<file path="src/rtl/ecc_chk_pkg.sv">
// Shared types and helpers for the lockstep SECDED checker: self-test states,
// codeword layout and parameter sanity checks.
package ecc_chk_pkg;

    typedef enum logic [1:0] {
        ST_IDLE  = 2'd0,
        ST_ARMED = 2'd1,
        ST_CHECK = 2'd2
    } st_state_t;

    // Shadow mask bit flipped by the self-test.
    localparam int INJ_BIT = 0;

    // Hamming positions must cover data plus check bits.
    function automatic bit secded_params_ok(input int dw, input int pw);
        return (64'(1) << (pw - 1)) >= 64'(dw + pw);
    endfunction

    // Codeword position (1-based) of data bit j, skipping power-of-two check slots.
    function automatic int data_pos(input int j);
        int p;
        p = j + 1;
        for (int k = 0; k < 31; k++) begin
            if ((1 << k) <= p) p++;
        end
        return p;
    endfunction

endpackage

</file>
<file path="src/rtl/ecc_secded_cal.sv">
// Combinational SECDED decoder: Hamming syndrome over positions 1..N plus an
// overall parity bit in the top check bit.
module ecc_secded_cal
    import ecc_chk_pkg::*;
#(
    parameter int DATA_WIDTH   = 198,
    parameter int PARITY_WIDTH = 9
) (
    input  logic [DATA_WIDTH-1:0]   data_in,
    input  logic [PARITY_WIDTH-1:0] parity_in,
    input  logic                    bypass,
    output logic [DATA_WIDTH-1:0]   data_out,
    output logic [DATA_WIDTH-1:0]   mask,
    output logic                    sbit_err,
    output logic                    dbit_err
);

    localparam int HW = PARITY_WIDTH - 1;

    logic [HW-1:0] pos_tbl [DATA_WIDTH];
    logic [HW-1:0] syndrome;
    logic          overall;

    genvar gi;
    generate
        for (gi = 0; gi < DATA_WIDTH; gi++) begin : g_bit
            localparam logic [HW-1:0] POS = HW'(data_pos(gi));
            assign pos_tbl[gi] = POS;
            assign mask[gi]    = sbit_err && (syndrome == POS);
        end
    endgenerate

    always_comb begin
        syndrome = parity_in[HW-1:0];
        for (int j = 0; j < DATA_WIDTH; j++) begin
            if (data_in[j]) syndrome = syndrome ^ pos_tbl[j];
        end
    end

    // Odd overall parity means one flipped bit; even parity with a nonzero
    // syndrome means two.
    assign overall  = ^{data_in, parity_in};
    assign sbit_err = !bypass && overall;
    assign dbit_err = !bypass && !overall && (syndrome != '0);
    assign data_out = data_in ^ mask;

endmodule

</file>
<file path="config.mk">
export PLATFORM = sky130hd
export DESIGN_NAME = ecc_secded_cal
export DESIGN_NICKNAME = d
export VERILOG_FILES = /design/src/rtl/ecc_chk_pkg.sv /design/src/rtl/ecc_secded_cal.sv
export SDC_FILE = /design/constraint.sdc
export NUM_CORES = 1
export LEC_CHECK = 0
export ABC_AREA = 1
export BUFFER_PORTS_ARGS = -buffer_cell sky130_fd_sc_hd__buf_2
export CAP_MARGIN = 25
export CORE_AREA = 2 2 234 236
export DETAILED_ROUTE_END_ITERATION = 12
export DIE_AREA = 0 0 236 238
export SLEW_MARGIN = 20
export SYNTH_ARGS = -nofsm -noshare
export SYNTH_HDL_FRONTEND = slang
export SYNTH_SLANG_ARGS = --single-unit
</file>
<file path="constraint.sdc">
create_clock -name vclk -period 2.3
set_clock_uncertainty 0.15 [all_clocks]
set_input_delay 0.115 -clock vclk [all_inputs]
set_output_delay 0.115 -clock vclk [all_outputs]
set_load 0.01 [all_outputs]
</file>
Word level (Yosys, flattened, before mapping)
Cells that the tools add are included.
- memories kept: 0
- output and inout bits: 398
- bits in latches: 0
- register bits: 0
- RAM bits: 0
- memory bits (read-only): 0
- shifts and indexed selects: 0
- eq/ne operators: 198
- muxes and demuxes: 198
- divide/modulo/power cells: 0
- order comparisons: 0
- multipliers: 0
- $add $sub $neg: 0
- bitwise logic cells: 199
- reduce and logical (&&, ||, !) cells: 205
- operator list (kind ; number):
    $eq A8 B8 Y1 const B ; 78
    $mux W8 ; 78
    $eq A8 B7 Y1 const B ; 63
    $mux W7 ; 63
    $eq A8 B6 Y1 const B ; 31
    $not A4 Y4 ; 61
    $reduce_xor A207 Y1 ; 1
    $logic_and A1 B1 Y1 ; 201
    $not A5 Y5 ; 40
    $xor A198 B198 Y198 ; 1
    $mux W6 ; 31
    $not A3 Y3 ; 54
    $eq A8 B5 Y1 const B ; 15
    $not A6 Y6 ; 13
    $mux W5 ; 15
    $eq A8 B4 Y1 const B ; 7
    $not A2 Y2 ; 28
    $mux W4 ; 7
    $eq A8 B3 Y1 const B ; 3
    $not A7 Y7 ; 2
    $mux W3 ; 3
    $eq A8 B2 Y1 const B ; 1
    $reduce_bool A8 Y1 ; 1
    $logic_not A1 Y1 ; 2
    $mux W2 ; 1

Depth between registers and ports, before layout
- word-level depth: 399
- mapped depth: 28
- mapped depth without buffers: 28

Least setup slack after synthesis
Ideal clock, no wire load.
- path type: input port to output port
- from: in data_in[115]
- to: out data_out[78]
- arrival: 2277 ps
- buffers on the path: 2
- path slack: -242 ps
- required time: 2035 ps
- stages: 24
- cell sequence: buf_2 inv_2 nand2_1 nand2_1 nand2_1 nand2_2 nand2_1 nand2_1 inv_2 or2_1 nand2_1 nand2_1 nand2_1 inv_1 nand3_1 nand2_1 nor2_4 inv_2 nand2_2 nand2_4 nor2_4 buf_2 nand3_1 nand2_1
- word-level cells in the longest chain between the ends: 129
- elaborated cells between the ends (all ways): 169
- RTL lines (item ; line ; source):
    start: declaration ; ecc_secded_cal.sv:9 ; input logic [DATA_WIDTH-1:0] data_in,
    $mux W7 ; ecc_secded_cal.sv:36 ; if (data_in[j]) syndrome = syndrome ^ pos_tbl[j];
    $not A5 Y5 (no source line) ; n/a ;
    $mux W7 ; ecc_secded_cal.sv:36 ;
    $not A6 Y6 (no source line) ; n/a ;
    $mux W7 ; ecc_secded_cal.sv:36 ;
    $not A6 Y6 (no source line) ; n/a ;
    $mux W7 ; ecc_secded_cal.sv:36 ;
    $not A7 Y7 (no source line) ; n/a ;
    [113 not listed] ; n/a ;
    $mux W8 ; ecc_secded_cal.sv:36 ;
    $not A5 Y5 (no source line) ; n/a ;
    $mux W8 ; ecc_secded_cal.sv:36 ;
    $not A5 Y5 (no source line) ; n/a ;
    $mux W8 ; ecc_secded_cal.sv:36 ;
    $eq A8 B7 Y1 ; ecc_secded_cal.sv:29 ; assign mask[gi] = sbit_err && (syndrome == POS);
    $logic_and A1 B1 Y1 * ; ecc_secded_cal.sv:29 ;
    $xor A198 B198 Y198 * ; ecc_secded_cal.sv:45 ; assign data_out = data_in ^ mask;
    end: declaration ; ecc_secded_cal.sv:12 ; output logic [DATA_WIDTH-1:0] data_out,
Every way passes the cells marked *; elsewhere a longest branch is shown, timed or not.

Worst setup path after layout
- from: in data_in[124]
- to: out data_out[16]
- word-level cells in the longest chain between the ends: 150
- elaborated cells between the ends (all ways): 152
- RTL lines (item ; line):
    $mux W8 ; ecc_secded_cal.sv:36
    $not A3 Y3 (no source line) ; n/a
    $mux W8 ; ecc_secded_cal.sv:36
    $not A4 Y4 (no source line) ; n/a
    $mux W8 ; ecc_secded_cal.sv:36
    $not A2 Y2 (no source line) ; n/a
    $mux W8 ; ecc_secded_cal.sv:36
    $not A3 Y3 (no source line) ; n/a
    [134 not listed] ; n/a
    $mux W8 ; ecc_secded_cal.sv:36
    $not A5 Y5 (no source line) ; n/a
    $mux W8 ; ecc_secded_cal.sv:36
    $not A5 Y5 (no source line) ; n/a
    $mux W8 ; ecc_secded_cal.sv:36
    $eq A8 B5 Y1 ; ecc_secded_cal.sv:29
    $logic_and A1 B1 Y1 * ; ecc_secded_cal.sv:29
    $xor A198 B198 Y198 * ; ecc_secded_cal.sv:45
Marked as above.

==> summary.md <==
The flow ran to the end, but the final reports show violations. The final reports fail on negative setup slack. Mean post-synth cell area: 4.39 sq um. The layout overhead on the synthesized area is 97.0%.

The run gives 22030 as the via count of the first global-routing pass. The logs give 6 for the initial antenna violation count and -338.79 ns for the setup TNS after final layout. For this run, the detailed router's first-pass iteration total came to 5. The highest clock rate was 301 MHz.

The port buffer count was 606; the global-route usage over all layers was 30.9%. The sequential area share after synthesis was 0%. The run gives 0 as the number of max-slew violations in the final report. Entering global routing, the biggest net connects 33 pins. In the final routed layout, each cell accounts on average for 18.5 um. The synthesized design spends more area on one cell type than any other, namely sky130_fd_sc_hd__nand2_1. For the met3 routing resource usage after global routing, the log shows 3.62%. After floorplanning, the core was sized to cover 0.0535 sq mm.

In the synthesized netlist, the cells that appear most often are 1942 x sky130_fd_sc_hd__nand2_1, 516 x sky130_fd_sc_hd__inv_1, 290 x sky130_fd_sc_hd__nand3_1, 92 x sky130_fd_sc_hd__xnor2_1, 92 x sky130_fd_sc_hd__xor2_1. The cell count after synthesis came out at 3259. VDD sags by at most 0.735 mV.

At the end of routability-driven placement, the weighted congestion stood at 0.972. The final critical path time including I/O delays and setup was 3.32 ns. The data arrival time of the critical path is 3.06 ns, and the synthesized area is 0.0143 sq mm. Pin placement for this block handled 606 I/O pins. By area the synthesized netlist is led by sky130_fd_sc_hd__nand2_1 51%, sky130_fd_sc_hd__inv_1 14%, sky130_fd_sc_hd__nand3_1 10%, sky130_fd_sc_hd__xnor2_1 5.6%, sky130_fd_sc_hd__xor2_1 5.6%.

Measured along the x axis, the die boundary spans 236 um. In this run, the number of DRC markers left after iteration 0 of detailed routing was 1433. For met2 alone, demand over resource in global routing was 54.8%. The number of different library cells used by synthesis comes to 28. The largest fanout on the critical path was 8. STA classifies the critical path endpoint as an output port. The logs give 0 for the number of remaining DRC errors and 0 for the total grt overflow. The number of vias per cell after detailed routing was 4.74. The first global-routing pass estimated 132000 um of wire. Of the post-synthesis cell area, the dominant cell type holds 50.9%. The share of layout cells above drive strength 1 works out to 47.7%. For this block, the routed nets add up to 95000 um of wire. The power per unit of standard cell area works out to 640 mW/mm^2.

From bottom edge to top edge, the die measures 238 um. The tool flagged a number of max-cap violations equal to 0. The worst hold path belongs to the class in2out. The logs give 26.8% for the effective utilization at floorplan and 0 for the post-detailed-route count of antenna-violating nets.

Via total after detailed routing: 24315. In this run the static leakage power is 18.6 nW. The worst setup path is launched from an input pin. Yosys printed 0 warnings. Global routing used 36.9% of the available met1 tracks. The HPWL after detailed placement is 70200 um. The global routing stage identified its most utilized layer as met2. The die covers 0.0562 sq mm.

Count of endpoints failing hold in the final timing report: 0. The share of the core filled with cells is 52.7%, and the post-synth net total is 3467. Setup repair after global routing could not meet its margin everywhere. The sequential standard cell area is 0 sq um, and the required time of the worst setup path is 2.04 ns.

Measured against its own limit, the worst slew margin works out to 73.6%. The floorplan has 85 rows. The slew at the pin closest to its max-slew limit was 0.396 ns. The logs give -1.02 ns for the post-route worst setup slack and 0 for the flip-flop and latch count. The total of clock buffers placed in the layout was 0; the final net count was 4636. The cell with the most instances after synthesis was sky130_fd_sc_hd__nand2_1. The critical path is of the in2out type.

Fraction of the cycle the final worst path needs: 144%. Setup violations remaining at the end of the flow were counted as 398.
-- layout make-up --
type / instances / area [sq um]
Timing Repair Buffer: 1258 / 10500
Multi-Input combinational cell: 2623 / 14700
Antenna cell: 4 / 10.0
Inverter: 545 / 2080
Tap cell: 696 / 871
Fill cell: 5347 / 25300
-- cells in the final DEF, fill, tap and decap left out, types with 4 or more instances in the layout --
| cell type | instances |
|---|---|
| sky130_fd_sc_hd__nand2_1 | 1443 |
| sky130_fd_sc_hd__buf_4 | 513 |
| sky130_fd_sc_hd__buf_2 | 483 |
| sky130_fd_sc_hd__nand2_2 | 421 |
| sky130_fd_sc_hd__inv_1 | 412 |
| sky130_fd_sc_hd__nand3_1 | 216 |
| sky130_fd_sc_hd__buf_6 | 123 |
| sky130_fd_sc_hd__inv_2 | 121 |
| sky130_fd_sc_hd__nand2_4 | 88 |
| sky130_fd_sc_hd__buf_12 | 75 |
| sky130_fd_sc_hd__nand3_2 | 68 |
| sky130_fd_sc_hd__xnor2_1 | 60 |
| sky130_fd_sc_hd__nand3b_1 | 60 |
| sky130_fd_sc_hd__xor2_1 | 59 |
| sky130_fd_sc_hd__nor2_4 | 40 |
| sky130_fd_sc_hd__nor2_1 | 38 |
| sky130_fd_sc_hd__buf_16 | 34 |
| sky130_fd_sc_hd__xnor2_2 | 29 |
| sky130_fd_sc_hd__xor2_2 | 28 |
| sky130_fd_sc_hd__clkbuf_4 | 17 |
| sky130_fd_sc_hd__nor2_2 | 12 |
| sky130_fd_sc_hd__nand3_4 | 11 |
| sky130_fd_sc_hd__clkbuf_16 | 10 |
| sky130_fd_sc_hd__nand4_1 | 9 |
| sky130_fd_sc_hd__nand2_8 | 9 |
| sky130_fd_sc_hd__or2_1 | 9 |
| sky130_fd_sc_hd__inv_4 | 8 |
| sky130_fd_sc_hd__xor2_4 | 5 |
| sky130_fd_sc_hd__diode_2 | 4 |
-- metrics by stage --
stage / power, mW / instances / hold slack [ns] / worst slack, ns / area (sq um)
after floorplan: 6.91 / 3259 / 0.128 / -0.160 / 15300
after global placement: 12.0 / 4973 / 0.362 / -1.15 / 22700
after detailed placement: 12.1 / 4973 / 0.364 / -1.17 / 22700
after CTS: 16.3 / 5079 / 0.365 / -0.830 / 26000
after global routing: 18.8 / 5123 / 0.370 / -1.11 / 28200
final: 18.0 / 5126 / 0.359 / -1.02 / 28200
-- where the power goes --
| part | total [mW] | switching [mW] | internal (mW) |
|---|---|---|---|
| clock network | 0.000000224 | 0 | 0.000000224 |
| logic | 18.0 | 10.7 | 7.34 |
| registers | 0 | 0 | 0 |
| total | 18.0 | 10.7 | 7.34 |
-- per-layer routing --
layer | up-vias | routed length [um]
met5 | - | 27
met4 | 4 | 6500
met3 | 263 | 6760
met2 | 1072 | 44500
met1 | 11005 | 37100
li1 | 11971 | -
-- cell families after synthesis --
logic type	after synthesis	share of synthesized area, %
xor+xnor	184	11.3
simple gates	2431	70.5
compound gates	8	0.315
buf+inv	636	18.0
-- final timing paths --
path | start | end | cells after the start
worst max-delay path | data_in[124] | data_out[16] | 27
worst min-delay path | bypass | sbit_err | 3
-- timing repair --
item	in CTS	in global routing
setup buffers	75	38
endpoints found under the hold margin	0	0
setup endpoints to repair	398	398
gates cloned	36	12
pin swaps	126	184
gates resized for setup	453	511
hold buffers	0	0
-- worst max-delay path, cell delays in order --
cell	delay, ns
sky130_fd_sc_hd__buf_12	0.08
sky130_fd_sc_hd__clkinvlp_4	0.18
sky130_fd_sc_hd__nand2_2	0.13
sky130_fd_sc_hd__nand2_4	0.08
sky130_fd_sc_hd__nand2_4	0.10
sky130_fd_sc_hd__nand2_8	0.08
sky130_fd_sc_hd__buf_12	0.14
sky130_fd_sc_hd__xnor2_4	0.12
sky130_fd_sc_hd__or2_1	0.25
sky130_fd_sc_hd__nand2_1	0.06
sky130_fd_sc_hd__nand2_1	0.08
sky130_fd_sc_hd__nand2_1	0.10
sky130_fd_sc_hd__nand2_2	0.07
sky130_fd_sc_hd__nand2_2	0.08
sky130_fd_sc_hd__nand2_2	0.06
sky130_fd_sc_hd__nand2_4	0.11
sky130_fd_sc_hd__inv_4	0.05
sky130_fd_sc_hd__nor2_4	0.13
sky130_fd_sc_hd__nand3_4	0.13
sky130_fd_sc_hd__buf_12	0.17
sky130_fd_sc_hd__nor2_4	0.09
sky130_fd_sc_hd__buf_12	0.14
sky130_fd_sc_hd__buf_12	0.16
sky130_fd_sc_hd__nand2_4	0.06
sky130_fd_sc_hd__nand2_2	0.06
sky130_fd_sc_hd__nand2_2	0.07
sky130_fd_sc_hd__buf_6	0.13
Power figures use the tool's default switching activity.
